`src/rtl/rv_dm_sba_engine.sv`:
```
// System bus access engine: turns DM sbaddress/sbdata CSR activity into sized,
// lane-positioned req/gnt bus transactions with lifecycle, alignment and timeout checks.
module rv_dm_sba_engine #(
    parameter int unsigned BusWidth      = 32,
    parameter int unsigned AddrWidth     = 32,
    parameter int unsigned TimeoutCycles = 1024
) (
    input  logic                    clk_i,
    input  logic                    rst_ni,
    input  logic                    dmactive_i,
    input  logic                    debug_en_i,
    input  logic [AddrWidth-1:0]    sbaddress_i,
    input  logic                    sbaddress_write_valid_i,
    output logic [AddrWidth-1:0]    sbaddress_o,
    input  logic                    sbreadonaddr_i,
    input  logic                    sbreadondata_i,
    input  logic                    sbautoincrement_i,
    input  logic [2:0]              sbaccess_i,
    input  logic [BusWidth-1:0]     sbdata_i,
    input  logic                    sbdata_write_valid_i,
    input  logic                    sbdata_read_valid_i,
    output logic [BusWidth-1:0]     sbdata_o,
    output logic                    sbdata_valid_o,
    output logic                    sbbusy_o,
    output logic                    sberror_valid_o,
    output logic [2:0]              sberror_o,
    output logic                    master_req_o,
    output logic [AddrWidth-1:0]    master_add_o,
    output logic                    master_we_o,
    output logic [BusWidth-1:0]     master_wdata_o,
    output logic [BusWidth/8-1:0]   master_be_o,
    input  logic                    master_gnt_i,
    input  logic                    master_r_valid_i,
    input  logic [BusWidth-1:0]     master_r_rdata_i,
    input  logic                    master_r_err_i
);
    localparam int unsigned NumBytes = BusWidth / 8;
    localparam int unsigned OffW     = $clog2(NumBytes);
    localparam int unsigned CntW     = $clog2(TimeoutCycles) + 1;
    localparam logic [2:0]  MaxSize  = 3'(OffW);

    localparam logic [2:0] ErrTimeout = 3'd1;
    localparam logic [2:0] ErrAlign   = 3'd3;
    localparam logic [2:0] ErrSize    = 3'd4;
    localparam logic [2:0] ErrOther   = 3'd7;

    typedef enum logic [1:0] {IDLE, REQ, WAIT} state_e;
    state_e state_q, state_d;

    logic [AddrWidth-1:0] addr_q, req_addr_q, trig_addr;
    logic                 we_q;
    logic [2:0]           size_q;
    logic [BusWidth-1:0]  wdata_q, sbdata_q;
    logic [CntW-1:0]      cnt_q;
    logic                 rvalid_q, err_valid_q;
    logic [2:0]           err_code_q;

    logic                 busy, trigger, trig_we, trigger_ok;
    logic                 chk_err, size_bad, misaligned;
    logic [2:0]           chk_code;
    logic [6:0]           align_mask;
    logic                 rsp_seen, timeout;
    logic [OffW-1:0]      off;
    logic [NumBytes-1:0]  size_be;
    logic [BusWidth-1:0]  rdata_mask, rdata_aligned;

    function automatic logic [NumBytes-1:0] size_bytes(input logic [2:0] size);
        logic [NumBytes-1:0] m;
        m = '0;
        for (int i = 0; i < NumBytes; i++) m[i] = (i < (1 << size));
        return m;
    endfunction

    // Trigger decode and the three ordered checks, all evaluated in the trigger cycle
    assign busy       = (state_q != IDLE);
    assign trigger    = dmactive_i & ~busy &
                        ((sbaddress_write_valid_i & sbreadonaddr_i) | sbdata_write_valid_i |
                         (sbdata_read_valid_i & sbreadondata_i));
    assign trig_we    = sbdata_write_valid_i;
    assign trig_addr  = sbaddress_write_valid_i ? sbaddress_i : addr_q;
    assign size_bad   = (sbaccess_i > MaxSize);
    assign align_mask = (7'(1) << sbaccess_i) - 7'd1;
    assign misaligned = |(trig_addr[6:0] & align_mask);

    always_comb begin
        chk_err  = 1'b1;
        chk_code = ErrOther;
        if (!debug_en_i)     chk_code = ErrOther;
        else if (size_bad)   chk_code = ErrSize;
        else if (misaligned) chk_code = ErrAlign;
        else                 chk_err  = 1'b0;
    end

    assign trigger_ok = trigger & ~chk_err;

    // A response is accepted in WAIT, or in REQ when it arrives alongside the grant
    assign rsp_seen = master_r_valid_i &
                      ((state_q == WAIT) | ((state_q == REQ) & master_gnt_i));
    assign timeout  = (state_q == WAIT) & ~master_r_valid_i &
                      (cnt_q == CntW'(TimeoutCycles - 2));

    assign off     = req_addr_q[OffW-1:0];
    assign size_be = size_bytes(size_q);

    always_comb begin
        rdata_mask = '0;
        for (int i = 0; i < NumBytes; i++) rdata_mask[8*i +: 8] = {8{size_be[i]}};
        rdata_aligned = (master_r_rdata_i >> {off, 3'b000}) & rdata_mask;
    end

    always_ff @(posedge clk_i or negedge rst_ni) begin
        if (!rst_ni) state_q <= IDLE;
        else         state_q <= state_d;
    end

    always_comb begin
        state_d = state_q;
        case (state_q)
            IDLE:    if (trigger_ok) state_d = REQ;
            REQ:     if (master_gnt_i) state_d = master_r_valid_i ? IDLE : WAIT;
            WAIT:    if (master_r_valid_i || timeout) state_d = IDLE;
            default: state_d = IDLE;
        endcase
        if (!dmactive_i) state_d = IDLE;
    end

    always_comb begin
        sbbusy_o       = busy;
        master_req_o   = 1'b0;
        master_add_o   = '0;
        master_we_o    = 1'b0;
        master_wdata_o = '0;
        master_be_o    = '0;
        if (state_q == REQ) begin
            master_req_o   = 1'b1;
            master_add_o   = req_addr_q;
            master_we_o    = we_q;
            master_wdata_o = wdata_q << {off, 3'b000};
            master_be_o    = size_be << off;
        end
    end

    always_ff @(posedge clk_i or negedge rst_ni) begin
        if (!rst_ni) begin
            addr_q      <= '0;
            req_addr_q  <= '0;
            we_q        <= 1'b0;
            size_q      <= '0;
            wdata_q     <= '0;
            sbdata_q    <= '0;
            cnt_q       <= '0;
            rvalid_q    <= 1'b0;
            err_valid_q <= 1'b0;
            err_code_q  <= '0;
        end else begin
            rvalid_q    <= 1'b0;
            err_valid_q <= 1'b0;
            err_code_q  <= '0;
            if (!dmactive_i) begin
                addr_q   <= '0;
                sbdata_q <= '0;
                cnt_q    <= '0;
            end else begin
                if (trigger && chk_err) begin
                    err_valid_q <= 1'b1;
                    err_code_q  <= chk_code;
                end
                if (trigger_ok) begin
                    req_addr_q <= trig_addr;
                    we_q       <= trig_we;
                    size_q     <= sbaccess_i;
                    wdata_q    <= sbdata_i;
                end
                if (state_q == REQ && master_gnt_i) cnt_q <= '0;
                else if (state_q == WAIT)           cnt_q <= cnt_q + CntW'(1);
                if (rsp_seen) begin
                    if (master_r_err_i) begin
                        err_valid_q <= 1'b1;
                        err_code_q  <= ErrOther;
                    end else if (!we_q) begin
                        sbdata_q <= rdata_aligned;
                        rvalid_q <= 1'b1;
                    end
                end
                if (timeout) begin
                    err_valid_q <= 1'b1;
                    err_code_q  <= ErrTimeout;
                end
                // A CSR address write beats the autoincrement of a completing access
                if (sbaddress_write_valid_i)
                    addr_q <= sbaddress_i;
                else if (rsp_seen && !master_r_err_i && sbautoincrement_i)
                    addr_q <= addr_q + (AddrWidth'(1) << size_q);
            end
        end
    end

    assign sbaddress_o     = addr_q;
    assign sbdata_o        = sbdata_q;
    assign sbdata_valid_o  = rvalid_q;
    assign sberror_valid_o = err_valid_q;
    assign sberror_o       = err_code_q;

endmodule

```
`config.mk`:
```
export PLATFORM = sky130hd
export DESIGN_NAME = rv_dm_sba_engine
export DESIGN_NICKNAME = d
export VERILOG_FILES = /design/src/rtl/rv_dm_sba_engine.sv
export SDC_FILE = /design/constraint.sdc
export NUM_CORES = 1
export LEC_CHECK = 0
export ABC_CLOCK_PERIOD_IN_PS = 3200
export BUFFER_PORTS_ARGS = -buffer_cell sky130_fd_sc_hd__clkbuf_2
export CELL_PAD_IN_SITES_DETAIL_PLACEMENT = 0
export CELL_PAD_IN_SITES_GLOBAL_PLACEMENT = 1
export CORE_ASPECT_RATIO = 0.5
export CORE_MARGIN = 2
export CORE_UTILIZATION = 40
export CTS_BUF_LIST = sky130_fd_sc_hd__clkbuf_2
export DETAILED_ROUTE_END_ITERATION = 10
export GPL_TIMING_DRIVEN = 0
export PLACE_DENSITY = 0.78
export SETUP_SLACK_MARGIN = 0.1
export SYNTH_ARGS = -nofsm -noshare
export SYNTH_HDL_FRONTEND = slang
export SYNTH_SLANG_ARGS = --single-unit
```
`constraint.sdc`:
```
create_clock -name clk_i -period 3.2 [get_ports clk_i]
set_clock_uncertainty 0.2 [all_clocks]
set_input_delay 0.64 -clock clk_i [delete_from_list [all_inputs] [get_ports clk_i]]
set_output_delay 0.64 -clock clk_i [all_outputs]
set_load 0.1 [all_outputs]
```
; ---- Yosys cells after proc, flatten, opt, wreduce, memory -nomap -nowiden
; Index checks and enable logic that the tools add are counted.
[classes]
n_mux = 42
n_bitwise = 17
reduce_logical = 12
shift = 5
add_sub_neg = 3
n_lt_le_gt_ge = 5
eq_ne = 11
[ops]
columns = operator, n
row1 = $mux W32, 10
row2 = $lt A3 B32 Y1 const A, 2
row3 = $mux W11, 3
row4 = $add A32 B32 Y32, 1
row5 = $and A32 B32 Y32, 1
row6 = $lt A1 B32 Y1 const A, 1
row7 = $lt A2 B32 Y1 const A, 1
row8 = $shl A1 B3 Y32 const A, 1
row9 = $shl A32 B5 Y32, 1
row10 = $shr A32 B5 Y32, 1
row11 = $mux W3, 8
row12 = $mux W1, 14
row13 = $add A11 B1 Y11 const B, 1
row14 = $eq A11 B10 Y1 const B, 1
row15 = $mux W2, 5
row16 = $and A1 B1 Y1, 9
row17 = $and A7 B7 Y7, 1
row18 = $reduce_or A7 Y1, 1
row19 = $shl A1 B3 Y7 const A, 1
row20 = $sub A7 B1 Y7 const B, 1
row21 = $ne A3 B1 Y1 const B, 2
row22 = $ne A3 B3 Y1 const B, 2
row23 = $pmux W2 S3, 1
row24 = $reduce_and A3 Y1, 2
row25 = other kinds (16), 24
[word_totals]
out_inout_bits = 140
word_cells = 106
in_bits = 112
regBits = 150

; ---- Longest topological paths before layout
; Gate-level depths: netlist of the first run.
[depth]
ltp_word = 13
depth_mapped = 10
ltp_nobuf = 10

; ---- Worst setup path before layout of the first run
; OpenSTA, ideal clock, no wires.
[synth_path]
path_type = register -> output
start = register req_addr_q[0]
end = output master_wdata_o[24]
required_time_ns = 2.360
stages_incl_launch_ff = 6
slack_ns = -1.280
path_buffers = 3
arrival_time_ns = 3.640
path_cell_list = dfrtp_1 > clkbuf_1 > buf_2 > clkbuf_1 > a211oi_1 > a211oi_1
[synth_between]
elab_chain_cells = 2
[synth_rtl]
columns = item, line
row1 = start: declaration, 50  ; logic [AddrWidth-1:0] addr_q, req_addr_q, trig_addr;
row2 = start signal: assignment, 169  ; req_addr_q <= trig_addr;
row3 = $shl A32 B5 Y32, 138  ; master_wdata_o = wdata_q << {off, 3'b000};
row4 = $mux W32, 134  ; if (state_q == REQ) begin
row5 = end: declaration, 30  ; output logic [BusWidth-1:0] master_wdata_o,
; No other way between the ends.

; ---- Worst setup path after layout of the first run
[layout_path]
start = register req_addr_q[0]
end = output master_wdata_o[29]
; The elaborated chain is that of the path after synthesis.

==> impl_results.md, run 1 <==
* Status: complete, but fails checks
* Violated checks: setup timing
* Htree depth at 4
* Total negative slack at -940.1 ps
* Layout Nets at 1403
* Seq pwr share at 41.1%
* Fill cells at 1589
* Vias/cell at 5.455
* Place WS at -399.7 ps
* Leak at 0.006265 uW
* Later-pin clock latency in the skew report at 830 ps
* Synthesized net count at 1006
* Fmax at 302.3 MHz
* Multi-input gate area at 4971 um2
* Largest net degree at the start of global routing at 98
* Required @ worst endpoint at 2360 ps
* EDFF count, synth at 0
* Ports at 252
* Global-route usage over all layers at 28.50%
* Crit end category: output port
* Post-synthesis register bit count at 150
* Kind of critical path: reg2out
* Worst slew pin tran at 821.0 ps
* Clock network fraction of total power at 20.4%
* Avg WL per Cell at 20.40 um
* Vias in the first global route at 8860
* Overflow after GRT at 0
* Synth warn at 0
* Initial antenna violation count at 0
* Minimum clock period at 3308 ps
* Pins Over Slew Limit at 0
* Die width at 209.4 um
* FFs w/ async S/R, synth at 100.0%
* Sw power at 2339 uW
* Port bufs at 249
* # Max-Cap Violations at 0
* Pwr/cell area at 426.9 nW/um2
* Ratio of cells with drive above 1 in the final layout at 39.91%
* Starting density of the core at 40.97%
* Die Area at 22350 um2
* Worst Path Arrival at 2470 ps
* DRT Pass-1 Iters at 5
* Row cnt at 37
* ANT nets after route at 0
* Setup ws final at -108.2 ps
* Switching Fraction at 39.71%
* Worst IR Drop VDD at 280.5 uV
* ANT cells at 0
* Residual DRC at 0
* CTS Buf Count at 17
* Root buf cell: clkbuf_2
* CTS max path bufs at 2
* RD Place Congestion at 0.8887
* Initial DRC count at 524
* Worst hold path class: in2reg
* Core area at 20600 um2
* Syn Inst Count at 883
* Post-synthesis sequential area ratio at 44.48%
* Clock transition at path regs at 250 ps
* Yosys cell types at 69
* Top post-synthesis cells by area: dfrtp_1 (44%), mux2i_1 (6.3%), mux2_2 (5.5%)
* RSZ-0062 raised after global routing: yes
* Part of the power in combinational logic at 38.5%
* Peak fanout along the critical path at 6
* Hold Vio Cnt, Final at 0
* Startpoint types: register
* Final Power at 5889 uW
* Slew Limit Headroom at 45.26%
* Area grow syn2layout at 63.47%
* First-pass GRT wire length at 48.88 mm
* CTS sink cnt at 150
* Final wirelength at 31.94 mm
* DP Wirelength at 20.59 mm
* Primary FF master, synth: dfrtp_1
* Vias post-DR at 8542
* Final setup fails at 23
* Post-Syn Area per Cell at 9.558 um2
* Final period util at 103.4%
* Fin util at 66.97%
* Cell Area, Synth at 8439 um2
* Yosys top cell area share at 44.48%
* Area leader, netlist: dfrtp_1
* Internal power at 3550 uW
* Die Y at 106.7 um
* CTS tree: yes
* Register area at 3760 um2
## power by group through the flow
stage	registers [uW]	logic [uW]	clock network (uW)
after floorplan	2510	1010	0
after detailed placement	2380	1610	0
after global placement	2370	1580	0
final	2420	2270	1200
after global routing	2450	2400	1300
after CTS	2390	2150	1200
## synth_stat cells (4+ instances only)
master / count
and3b_1: 4
o21a_1: 6
a22o_2: 8
and4_1: 4
and3_1: 8
mux2_2: 41
nand4_1: 9
nand2b_1: 6
xor2_1: 12
a21boi_0: 5
a211oi_1: 37
nor2_1: 57
a22o_1: 8
and2_1: 52
ha_1: 10
nand2_1: 96
inv_1: 14
nor3_1: 15
nor2b_1: 25
clkbuf_1: 38
buf_2: 12
a21oi_1: 56
mux2i_1: 53
o31ai_1: 4
nand3_1: 5
xnor2_1: 11
buf_1: 5
nor3b_1: 4
dfrtp_1: 150
o21ai_0: 75
## flip-flops by register name (all words and copies together) (netlist names)
register	flops
sbdata_o	32
sbaddress_o	32
we_q	1
wdata_q	32
req_addr_q	32
sbdata_valid_o	1
sberror_o	3
size_q	3
state_q	2
sberror_valid_o	1
cnt_q	11
## layer usage
metal  vias to the layer above  routed length, um  track usage [%]
met5                         -                  0                0
met4                         0                755            9.286
met3                        52               1683            6.825
met2                       258              15560            47.57
met1                      4295              13940            36.76
li1                       3937                  -                -
## layout make-up
type,instances,share of cell area [%]
Clock inverter,15,1.170
Tap cell,273,2.476
Multi-Input combinational cell,659,36.03
Inverter,15,0.4898
Buffer,58,3.437
Clock buffer,17,0.6167
Timing Repair Buffer,379,28.52
Sequential cell,150,27.25
## what timing repair did
item                                    CTS  global route
gates cloned                              4             2
pin swaps                                18            30
endpoints found under the setup margin   90            89
hold buffers                             96             0
hold endpoints to repair                190             0
buffers inserted                         19             9
gates resized for setup                 338            81
## stage by stage
step                      hold slack, ps  cells  area [um2]
after global placement             257.4   1405       10180
after global routing               29.34   1566       13800
final                              84.41   1566       13800
after floorplan                    144.4    883        8597
after detailed placement           265.6   1406       10220
after CTS                          7.647   1555       13410
## cells in the final DEF, fill, tap and decap left out, types with 11 or more instances in the layout
cell / count
mux2_2: 41
nand2_1: 96
dfrtp_1: 145
clkbuf_16: 63
clkbuf_1: 23
buf_4: 21
a21oi_1: 52
nor2_1: 43
and2_1: 12
xor2_1: 12
buf_2: 11
dlygate4sd3_1: 96
nor3_1: 13
clkbuf_2: 195
mux2i_1: 45
inv_1: 12
o21ai_0: 73
and2_4: 40
nor2b_1: 18
nor2_4: 14
a211oi_1: 20
xnor2_1: 11
## cell families (layout without fill, tap and decap cells)
group           Yosys count  after routing  synth area share [%]
buf+inv                  75            484                 3.869
simple gates            301            302                 18.24
mux                      94             94                 11.76
fa+ha+maj                11             11                 1.720
compound gates          229            229                 17.55
flops                   150            150                 44.48
xor+xnor                 23             23                 2.387
## worst max-delay path, stage by stage (launching register included)
cell and delay [ps]:
dfrtp_2 520, clkbuf_16 190, buf_16 160, mux2i_4 210, a211oi_4 290, clkbuf_16 260
## worst paths after layout
path	to	slack, ps	cells after the start	from
max	master_wdata_o[29]	-110	5	req_addr_q[0]
min	sbdata_o[12]	80	4	master_r_rdata_i[12]
max reg2reg	sbaddress_o[30]	230	10	size_q[1]
min reg2reg	sbdata_o[22]	320	2	sbdata_o[22]
max in group asynchronous	sbdata_o[29]	1830	3	rst_ni
min in group asynchronous	req_addr_q[15]	110	2	rst_ni
No activity file was read; power rests on OpenSTA's default activity.
==> run 2: changes to the inputs <==
Settings changed: ABC_CLOCK_PERIOD_IN_PS 3200 to 3850, CORE_MARGIN 2 to 1.5, CORE_UTILIZATION 40 to 43, PLACE_DENSITY 0.78 to 0.84.
Clock period 3.2 ns to 3.85 ns, I/O delays scaled along.
==> run 2 against run 1 <==
The run now ends clean. Die area decreased by 8.1%. Global-route usage decreased by 2.2 points. Final cell count decreased by 8.9%. Critical path depth increased by 1. Critical path type unchanged. Largest cell class unchanged. Largest power group unchanged. Highest routed layer is now met5.
==> impl_results.md, run 2 (synthesis gave the netlist of run 1 again) <==
* Die Area at 20530 um2 (-8.1%)
* Final Power at 4168 uW (-29%)
* Core area at 18790 um2 (-8.8%)
* Vias post-DR at 7806 (-8.6%)
* Largest net degree at the start of global routing at 108 (+10%)
* DRT Pass-1 Iters at 5 (unchanged)
* Layout Nets at 1278 (-8.9%)
* CTS sink cnt at 150 (unchanged)
* Pwr/cell area at 395.6 nW/um2 (-7.3%)
* Fin util at 56.08% (-11 points)
* Kind of critical path: reg2out
* Startpoint types: register
* Die Y at 102.1 um (-4.4%)
* Min Hold Slack at 52.34 ps (-32.07 ps)
* RD Place Congestion at 0.8536 (-3.9%)
* Final period util at 93.95%
* Worst Path Arrival at 2650 ps (+180 ps)
* DP Wirelength at 19.99 mm (-2.9%)
* Commonest cells after routing, fill and taps aside: clkbuf_2 (232), dfrtp_1 (148), nand2_1 (96)
* Global-route usage over all layers at 26.27% (-2.2 points)
* Setup ws final at 232.9 ps (+341.2 ps)
* Minimum clock period at 3617 ps
* Avg WL per Cell at 19.10 um (-6.4%)
* Overflow after GRT at 0 (unchanged)
* Fmax at 276.5 MHz
* Hold Vio Cnt, Final at 0 (unchanged)
* Worst IR Drop VDD at 167.9 uV (-40%)
* CTS max path bufs at 2 (unchanged)
* Crit end category: output port
* Most common cell after layout, fill and taps aside: clkbuf_2
* Htree depth at 4 (unchanged)
* Total negative slack at 0 ps (+940.1 ps)
* # Post-CTS Setup Buffers at 0 (-19)
* Slew Limit Headroom at 44.96% (-0.30 points)
* ANT cells at 0 (unchanged)
* Port bufs at 249 (unchanged)
* Root buf cell: clkbuf_2
* Place WS at 195.4 ps (+595.2 ps)
* Ports at 252 (unchanged)
* Row cnt at 35 (-5.4%)
* Die width at 201.1 um (-4.0%)
* Initial DRC count at 405 (-23%)
* Initial antenna violation count at 1 (+1)
* Later-pin clock latency in the skew report at 720 ps (-110 ps)
* Worst slew pin tran at 825.5 ps (+4.507 ps)
* Final setup fails at 0 (-100%)
* CTS Buf Count at 17 (unchanged)
* Area grow syn2layout at 24.85%
* Pins Over Slew Limit at 0 (unchanged)
* Clock transition at path regs at 240 ps (about the same)
* # Max-Cap Violations at 0 (unchanged)
* Starting density of the core at 44.92% (+4.0 points)
* RSZ-0062 raised after global routing: yes
* Residual DRC at 0 (unchanged)
* Vias in the first global route at 7487 (-15%)
* Vias/cell at 5.470 (+0.29%)
* ANT nets after route at 0 (unchanged)
* Required @ worst endpoint at 2880 ps (+520 ps)
* CTS tree: yes
* Ratio of cells with drive above 1 in the final layout at 32.88% (-7.0 points)
* Peak fanout along the critical path at 11 (+5)
* Leak at 0.005118 uW (-18%)
* Final wirelength at 27.26 mm (-15%)
* Status: finished, final reports clean
* Worst hold path class: in2reg
* First-pass GRT wire length at 41.61 mm (-15%)
## run 2: cell types whose count changed in the layout (fill, tap and decap cells not counted), moves of 13 or more
| cell | delta |
|---|---|
| and2_1 | +40 |
| dlygate4sd3_1 | -92 |
| and2_4 | -40 |
| clkbuf_16 | -63 |
| nor2_1 | +13 |
| buf_4 | -18 |
| clkbuf_2 | +37 |
| clkbuf_4 | +25 |
## run 2: final timing paths
check | startpoint | end | slack (ps) | depth (start not counted)
setup / recovery | state_q[1] | master_wdata_o[10] | 230 | 6
hold / removal | sbdata_i[9] | wdata_q[9] | 50 | 2
setup reg to reg | size_q[2] | sbaddress_o[23] | 400 | 10
hold reg to reg | req_addr_q[13] | req_addr_q[13] | 310 | 2
max in group asynchronous | rst_ni | req_addr_q[0] | 2220 | 3
min in group asynchronous | rst_ni | req_addr_q[16] | 310 | 2
## run 2: layout make-up
class / instances / area, um2
Fill cell: 1765 / 8250
Multi-Input combinational cell: 659 / 4431
Sequential cell: 150 / 3756
Timing Repair Buffer: 254 / 1458
Tap cell: 259 / 324.1
Buffer: 58 / 285.3
Clock inverter: 14 / 136.4
Clock buffer: 18 / 90.09
Inverter: 15 / 56.30
## run 2: layer usage
metal,global-route usage [%],routed length [um]
met2,42.48,12620
met5,0,13
met1,36.31,12580
met3,5.453,1668
met4,6.940,379
## run 2: critical path, stage by stage (launching register included)
cell      delay [ps]
dfrtp_1          480
or2b_1           290
inv_2            160
nand2b_1          70
clkbuf_2         270
nor2_1           190
clkbuf_2         480
## run 2: repair_timing
item                                    CTS  global route
hold endpoints to repair                 43             3
pin swaps                                 1             1
hold buffers                              1             3
resized for setup                        53            27
endpoints found under the setup margin   66            69
cloned                                    0             1
## run 2: power breakdown
group,switching (uW),internal (uW)
clock network,625,291
logic,847,445
registers,172,1790
total,1640,2520
## run 2: metrics by stage
step | std cells | cell area, um2
3_3_place_gp | 1391 | 10060
2_1_floorplan | 883 | 8494
6_report | 1427 | 10540
3_5_place_dp | 1392 | 10100
5_1_grt | 1427 | 10540
4_1_cts | 1423 | 10470
